### config.mk
export PLATFORM = sky130hd
export DESIGN_NAME = match_controller_flat
export DESIGN_NICKNAME = d
export VERILOG_FILES = /design/src/rtl/match_controller_pkg.sv /design/src/rtl/match_controller_if.sv /design/src/rtl/match_controller_frame_timer.sv /design/src/rtl/match_controller.sv /design/src/flat_wrapper.sv
export SDC_FILE = /design/constraint.sdc
export NUM_CORES = 1
export LEC_CHECK = 0
export ABC_CLOCK_PERIOD_IN_PS = 2290
export CORE_ASPECT_RATIO = 1.2
export CORE_MARGIN = 3
export CORE_UTILIZATION = 49
export DETAILED_ROUTE_END_ITERATION = 6
export PLACE_DENSITY = 0.84
export SYNTH_ARGS = -nofsm -noshare
export SYNTH_HDL_FRONTEND = slang
export SYNTH_SLANG_ARGS = --single-unit
### constraint.sdc
create_clock -name clk -period 2.29 [get_ports clk]
set_clock_uncertainty 0.2 [all_clocks]
set_input_delay 0.458 -clock clk [delete_from_list [all_inputs] [get_ports clk]]
set_output_delay 0.458 -clock clk [all_outputs]
set_load 0.005 [all_outputs]
### src/rtl/match_controller_pkg.sv
// Shared types and constants for the Pong match sequencer.
package match_controller_pkg;

    // Game phases of a match.
    typedef enum logic [2:0] {
        MS_WARMUP,
        MS_SERVE,
        MS_PLAY,
        MS_PAUSE,
        MS_OVER
    } match_state_t;

    localparam int SCORE_W = 3;
    localparam int TIMER_W = 8;

    // Score increment that never passes the winning score.
    function automatic logic [SCORE_W-1:0] sat_inc(
        input logic [SCORE_W-1:0] score,
        input logic [SCORE_W-1:0] limit
    );
        return (score >= limit) ? limit : score + SCORE_W'(1);
    endfunction

endpackage

### src/rtl/match_controller_if.sv
// Bundle between the pixel pipeline (master) and the match sequencer (slave).
interface match_controller_if;
    import match_controller_pkg::*;

    logic               en;
    logic               frame_tick;
    logic               point_left;
    logic               point_right;
    logic               restart;
    logic               run;
    logic               serve;
    logic               serve_dir;
    logic [SCORE_W-1:0] s1;
    logic [SCORE_W-1:0] s2;
    logic               gameover;
    logic               win_left;
    logic               win_right;

    modport master (
        output en, frame_tick, point_left, point_right, restart,
        input  run, serve, serve_dir, s1, s2, gameover, win_left, win_right
    );

    modport slave (
        input  en, frame_tick, point_left, point_right, restart,
        output run, serve, serve_dir, s1, s2, gameover, win_left, win_right
    );

endinterface

### src/rtl/match_controller_frame_timer.sv
// Loadable frame down-counter shared by the warm-up and post-point pauses.
module frame_timer
    import match_controller_pkg::*;
#(
    parameter int RESET_VAL = 60
) (
    input  logic               clk,
    input  logic               rst,
    input  logic               load_i,
    input  logic [TIMER_W-1:0] load_val_i,
    input  logic               tick_i,
    input  logic               en_i,
    output logic               done_o,
    output logic               expire_o
);

    logic [TIMER_W-1:0] count_q;
    logic [TIMER_W-1:0] count_d;

    // Next count: a load wins; otherwise count enabled ticks down to zero.
    always_comb begin
        count_d = count_q;
        if (load_i) begin
            count_d = load_val_i;
        end else if (en_i && tick_i && (count_q != '0)) begin
            count_d = count_q - TIMER_W'(1);
        end
    end

    // Count register.
    always_ff @(posedge clk or posedge rst) begin
        if (rst) begin
            count_q <= TIMER_W'(RESET_VAL);
        end else begin
            count_q <= count_d;
        end
    end

    assign done_o   = (count_q == '0);
    // Lets the sequencer leave on the same edge the last tick lands, so SERVE
    // follows the final tick by exactly one cycle.
    assign expire_o = en_i && (done_o || (tick_i && (count_q == TIMER_W'(1))));

endmodule

### src/rtl/match_controller.sv
// Pong match sequencer: warm-up, serve, rally, pause and game-over phases,
// plus registered scores, serve direction and winner flags.
module match_controller
    import match_controller_pkg::*;
#(
    parameter int WARMUP_FRAMES = 60,
    parameter int PAUSE_FRAMES  = 30,
    parameter int WIN_SCORE     = 7
) (
    input  logic               clk,
    input  logic               rst,
    match_controller_if.slave  bus
);

    localparam logic [TIMER_W-1:0] WARMUP_LOAD = TIMER_W'(WARMUP_FRAMES);
    localparam logic [TIMER_W-1:0] PAUSE_LOAD  = TIMER_W'(PAUSE_FRAMES);
    localparam logic [SCORE_W-1:0] WIN_Q       = SCORE_W'(WIN_SCORE);

    match_state_t       state_q, state_d;
    logic [SCORE_W-1:0] s1_q, s1_d;
    logic [SCORE_W-1:0] s2_q, s2_d;
    logic               dir_q, dir_d;
    logic               run_q, run_d;
    logic               serve_q, serve_d;
    logic               over_q, over_d;
    logic               win_left_q, win_left_d;
    logic               win_right_q, win_right_d;

    logic               timer_load;
    logic [TIMER_W-1:0] timer_val;
    logic               timer_done;
    logic               timer_expire;

    frame_timer #(
        .RESET_VAL (WARMUP_FRAMES)
    ) u_timer (
        .clk        (clk),
        .rst        (rst),
        .load_i     (timer_load),
        .load_val_i (timer_val),
        .tick_i     (bus.frame_tick),
        .en_i       (bus.en),
        .done_o     (timer_done),
        .expire_o   (timer_expire)
    );

    // Next-state, score and timer-load decisions; restart overrides everything.
    always_comb begin
        state_d    = state_q;
        s1_d       = s1_q;
        s2_d       = s2_q;
        dir_d      = dir_q;
        timer_load = 1'b0;
        timer_val  = WARMUP_LOAD;

        if (bus.restart) begin
            state_d    = MS_WARMUP;
            s1_d       = '0;
            s2_d       = '0;
            dir_d      = 1'b0;
            timer_load = 1'b1;
        end else if (bus.en) begin
            unique case (state_q)
                MS_WARMUP, MS_PAUSE: begin
                    if (timer_expire) begin
                        state_d = MS_SERVE;
                    end
                end
                MS_SERVE: begin
                    state_d = MS_PLAY;
                end
                MS_PLAY: begin
                    if (bus.point_left || bus.point_right) begin
                        if (bus.point_left) begin
                            s1_d = sat_inc(s1_q, WIN_Q);
                        end
                        if (bus.point_right) begin
                            s2_d = sat_inc(s2_q, WIN_Q);
                        end
                        // Serve goes toward whoever conceded; a double point keeps it.
                        if (bus.point_left ^ bus.point_right) begin
                            dir_d = bus.point_left;
                        end
                        if ((s1_d == WIN_Q) || (s2_d == WIN_Q)) begin
                            state_d = MS_OVER;
                        end else begin
                            state_d    = MS_PAUSE;
                            timer_load = 1'b1;
                            timer_val  = PAUSE_LOAD;
                        end
                    end
                end
                MS_OVER: begin
                    state_d = MS_OVER;
                end
                default: begin
                    state_d = MS_WARMUP;
                end
            endcase
        end
    end

    // Registered outputs derived from the upcoming state so they align with it.
    always_comb begin
        run_d       = (state_d == MS_PLAY) && bus.en;
        // Entry into SERVE only happens on an enabled cycle, so the pulse marks entry.
        serve_d     = (state_d == MS_SERVE) && (state_q != MS_SERVE);
        over_d      = (state_d == MS_OVER);
        win_left_d  = (state_d == MS_OVER) && (s1_d == WIN_Q);
        win_right_d = (state_d == MS_OVER) && (s2_d == WIN_Q);
    end

    // State and output registers.
    always_ff @(posedge clk or posedge rst) begin
        if (rst) begin
            state_q     <= MS_WARMUP;
            s1_q        <= '0;
            s2_q        <= '0;
            dir_q       <= 1'b0;
            run_q       <= 1'b0;
            serve_q     <= 1'b0;
            over_q      <= 1'b0;
            win_left_q  <= 1'b0;
            win_right_q <= 1'b0;
        end else begin
            state_q     <= state_d;
            s1_q        <= s1_d;
            s2_q        <= s2_d;
            dir_q       <= dir_d;
            run_q       <= run_d;
            serve_q     <= serve_d;
            over_q      <= over_d;
            win_left_q  <= win_left_d;
            win_right_q <= win_right_d;
        end
    end

    assign bus.run       = run_q;
    assign bus.serve     = serve_q;
    assign bus.serve_dir = dir_q;
    assign bus.s1        = s1_q;
    assign bus.s2        = s2_q;
    assign bus.gameover  = over_q;
    assign bus.win_left  = win_left_q;
    assign bus.win_right = win_right_q;

endmodule

### src/flat_wrapper.sv
// flat-port wrapper written by rule: the top's interface ports become plain ports
module match_controller_flat import match_controller_pkg::*;
#(
    parameter int WARMUP_FRAMES = 60,
    parameter int PAUSE_FRAMES  = 30,
    parameter int WIN_SCORE     = 7
)
  (clk, rst, bus_en, bus_frame_tick, bus_point_left, bus_point_right, bus_restart, bus_run, bus_serve, bus_serve_dir, bus_s1, bus_s2, bus_gameover, bus_win_left, bus_win_right);
  match_controller_if bus_i ();
  input  logic clk;
  input  logic rst;
  input wire logic [$bits(bus_i.en)-1:0] bus_en;
  input wire logic [$bits(bus_i.frame_tick)-1:0] bus_frame_tick;
  input wire logic [$bits(bus_i.point_left)-1:0] bus_point_left;
  input wire logic [$bits(bus_i.point_right)-1:0] bus_point_right;
  input wire logic [$bits(bus_i.restart)-1:0] bus_restart;
  output wire logic [$bits(bus_i.run)-1:0] bus_run;
  output wire logic [$bits(bus_i.serve)-1:0] bus_serve;
  output wire logic [$bits(bus_i.serve_dir)-1:0] bus_serve_dir;
  output wire logic [$bits(bus_i.s1)-1:0] bus_s1;
  output wire logic [$bits(bus_i.s2)-1:0] bus_s2;
  output wire logic [$bits(bus_i.gameover)-1:0] bus_gameover;
  output wire logic [$bits(bus_i.win_left)-1:0] bus_win_left;
  output wire logic [$bits(bus_i.win_right)-1:0] bus_win_right;
  assign bus_i.en = bus_en;
  assign bus_i.frame_tick = bus_frame_tick;
  assign bus_i.point_left = bus_point_left;
  assign bus_i.point_right = bus_point_right;
  assign bus_i.restart = bus_restart;
  assign bus_run = bus_i.run;
  assign bus_serve = bus_i.serve;
  assign bus_serve_dir = bus_i.serve_dir;
  assign bus_s1 = bus_i.s1;
  assign bus_s2 = bus_i.s2;
  assign bus_gameover = bus_i.gameover;
  assign bus_win_left = bus_i.win_left;
  assign bus_win_right = bus_i.win_right;
  match_controller #(.WARMUP_FRAMES(WARMUP_FRAMES), .PAUSE_FRAMES(PAUSE_FRAMES), .WIN_SCORE(WIN_SCORE)) u_core (.clk(clk), .rst(rst), .bus(bus_i));
endmodule
==> impl_metrics.env <==
export IMPL_period_share=0.961
export IMPL_final_critical_path_setup_slack_ns=0.0896
export IMPL_post_route_drc_count=0
export IMPL_whs_ns=0.262
export IMPL_routabilityCongestion=0.835
export IMPL_multiplexer_fraction_of_the_synthesized_cell_area=0.0213
export IMPL_synthesis_nets=160
export IMPL_layoutNonFillerInstCount=218
export IMPL_cts_made_buffers=3
export IMPL_crit_fanout=3
export IMPL_grt_use_total=0.214
export IMPL_cp_required_ns=2.33
export IMPL_crit_path_start_kind="flip-flop"
export IMPL_postSynthAreaPerCell_um2=9.73
export IMPL_max_slew_margin=0.746
export IMPL_maximum_number_of_pins_on_one_net_before_global_route_repair=24
export IMPL_area_delta_synth_final_pct=31.8
export IMPL_die_h_um=64.8
export IMPL_insertedDiodeCount=0
export IMPL_adder_cell_share_of_the_synthesized_area=0.0709
export IMPL_synth_top_family_by_area="simple AND/OR/NAND/NOR gates"
export IMPL_htree_levels=1
export IMPL_max_clock_path_buffers=2
export IMPL_synth_compound_area_frac=0.184
export IMPL_clkSlewWorstSetupHoldPaths_ns=0.12
export IMPL_worstPathArrival_ns=2.24
export IMPL_synth_top_cells_by_area="dfrtp_1 (34%), dfstp_2 (7.4%), ha_1 (7.1%), nor2_1 (4.5%), a21oi_1 (3.2%)"
export IMPL_avgRoutedWirePerCell_um=15.3
export IMPL_cell_type_with_the_highest_occurrence_count_on_the_critical_path="ha_1"
export IMPL_ys_async_sr_fraction=1.00
export IMPL_synth_area_um2=1410
export IMPL_min_period_ns=2.20
export IMPL_grt_antenna_before_repair=0
export IMPL_die_area_um2=3560
export IMPL_fin_setup_tns_ns=0
export IMPL_drt_wl_total_mm=3.34
export IMPL_clk_latency_ns=0.32
export IMPL_power_density_nw_per_um2=442
export IMPL_ys_dominant_reg_cell="dfrtp_1"
export IMPL_die_x_um=55.0
export IMPL_leak_pwr_nw=0.847
export IMPL_critPathSlowestCell="dfrtp_1"
export IMPL_dr_first_iter_drc_count=24
export IMPL_slew_viol_final=0
export IMPL_post_route_antenna_net_violation_count=0
export IMPL_core_outline_area_um2=2650
export IMPL_floorplan_initialDensity=0.532
export IMPL_cts_resized=0
export IMPL_critical_path_top_delay_family="adder cells"
export IMPL_placement_rows=20
export IMPL_dp_final_hpwl_mm=2.51
export IMPL_postPlaceCellArea_um2=1770
export IMPL_pin_count=19
export IMPL_route_detailed_vias_per_inst=5.79
export IMPL_synth_xor_area_share=0.0372
export IMPL_tritoncts_num_sinks=23
export IMPL_max_cap_violations=0
export IMPL_crit_path_max_incr_delay_ns=0.42
export IMPL_worst_setup_path_type="reg -> reg"
export IMPL_endpoint_kind="flip-flop"
export IMPL_synth_largest_area_cell="dfrtp_1"
export IMPL_critical_path_cell_list="ha_1 > ha_1 > nand4b_1 > o311ai_2 > buf_4 > o31ai_4 > a21oi_2 > nor4_4"
export IMPL_synth_simple_gate_area_share=0.230
export IMPL_grt_first_pass_wirelength_mm=5.53
export IMPL_layout_commonest_cell="buf_4"
export IMPL_seq_area_frac_synth=0.411
export IMPL_design_area_um2=1860
export IMPL_maxClockFrequency_ghz=0.454
export IMPL_num_nets_final=201
export IMPL_actual_transition_at_the_worst_max_transition_pin_ns=0.378
export IMPL_detailedPlace_worstSlack_ns=-0.0874
export IMPL_path_buf_inv=1
export IMPL_globalRoute_totalOverflow=0
export IMPL_detailroute_via_count=1263
export IMPL_synthesis_yosys_warnings=0
export IMPL_synth_enable_flop_cells=0
export IMPL_vdd_ir_drop_worst_uv=303
export IMPL_clock_tree_root_cell="clkbuf_4"
export IMPL_drive_above_1_share=0.254
export IMPL_hold_buffers=0
export IMPL_design_power_total_uw=823
export IMPL_run_status="complete, no violations"
export IMPL_dpl_cell_count=214
export IMPL_number_of_setup_violations_in_the_final_report=0
export IMPL_postLayoutCoreUtil=0.701
export IMPL_first_pass_iteration_count_of_the_detailed_router=4
export IMPL_post_cts_setup_bufs=0
export IMPL_number_of_global_route_vias_before_repair=1335
export IMPL_layout_common_cells="buf_4 (20), dfrtp_1 (19), clkdlybuf4s50_1 (18)"
export IMPL_yosys_cell_types_count=46
export IMPL_synthesized_flop_and_latch_total=23
export IMPL_clock_tree_from_tritoncts="yes"
export IMPL_rsz0062_at_grt="no"
export IMPL_yosysTopAreaCellShare=0.337
export IMPL_synthCells=145
export IMPL_place_port_buffers=18
export IMPL_worstHoldPathType="in -> async"
export IMPL_timing_final_hold_violations=0
==> synth_stat cells (2+ instances only) <==
| library cell | n |
|---|---|
| nor2_1 | 17 |
| nand3_2 | 2 |
| o21ai_0 | 6 |
| dfstp_2 | 4 |
| nand3_1 | 3 |
| nand2_1 | 12 |
| inv_2 | 2 |
| inv_1 | 12 |
| nor4_1 | 2 |
| mux2i_1 | 3 |
| ha_1 | 8 |
| dfrtp_1 | 19 |
| nor2b_1 | 2 |
| a21oi_1 | 9 |
| o32a_1 | 4 |
| xor2_1 | 5 |
| nor3_1 | 5 |
| nor4_4 | 2 |
==> worst register-to-register path, stage by stage, from the launching register on <==
cell and delay [ns]:
dfrtp_1 0.42, ha_1 0.21, ha_1 0.29, nand4b_1 0.12, o311ai_2 0.11, buf_4 0.18
o31ai_4 0.26, a21oi_2 0.09, nor4_4 0.24
==> path summary, 6_finish.rpt <==
check,start,end,slack [ns],cells past startpoint
max in group asynchronous,rst,u_core.u_timer.count_q[3]$_DFFE_PP1P_,1.35,3
min in group clk,u_core.u_timer.count_q[4]$_DFFE_PP1P_,u_core.u_timer.count_q[4]$_DFFE_PP1P_,0.34,2
hold / removal,rst,u_core.bus.s1[1]$_DFF_PP0_,0.26,3
setup reg to reg,u_core.bus.s2[0]$_DFF_PP0_,u_core.bus.serve$_DFF_PP0_,0.09,8
hold reg to reg,u_core.u_timer.count_q[4]$_DFFE_PP1P_,u_core.u_timer.count_q[4]$_DFFE_PP1P_,0.34,2
setup / recovery,u_core.bus.s2[0]$_DFF_PP0_,u_core.bus.serve$_DFF_PP0_,0.09,8
==> flip-flops by register name (all words and copies together), names as in the netlist, 3 cells and up <==
signal / flops
u_core.u_timer.count_q: 8
u_core.bus.s1: 3
u_core.bus.s2: 3
u_core.state_q: 3
==> layer usage <==
| metal | track usage | up-vias | routed length [µm] |
|---|---|---|---|
| li1 | - | 603 | - |
| met1 | 0.213 | 608 | 1330 |
| met3 | 0.0276 | 11 | 112 |
| met2 | 0.399 | 41 | 1800 |
| met4 | 0.116 | 0 | 105 |
| met5 | 0 | - | 0 |
==> kinds of logic (layout without fill, tap and decap cells) <==
logic type	count (synthesis)	after routing
adder cells (fa/ha/maj)	8	8
XOR/XNOR	6	6
AND/OR/NAND/NOR	56	56
AO/OA/AOI/OAI	33	33
multiplexers	3	3
buffers and inverters	16	56
flip-flops	23	23
==> power breakdown <==
part	switching, mW	internal (mW)	total (mW)
clock network	0.125	0.0656	0.190
logic	0.0964	0.0887	0.185
registers	0.0211	0.426	0.447
==> layout make-up <==
class                           instances  area (µm²)
Timing Repair Buffer                   38         330
Fill cell                             211         792
Clock inverter                          1        5.00
Sequential cell                        23         581
Multi-Input combinational cell        106         828
Clock buffer                            3        22.5
Tap cell                               33        41.3
Inverter                               14        52.6
Note: power is estimated with default switching activity, not from simulation.
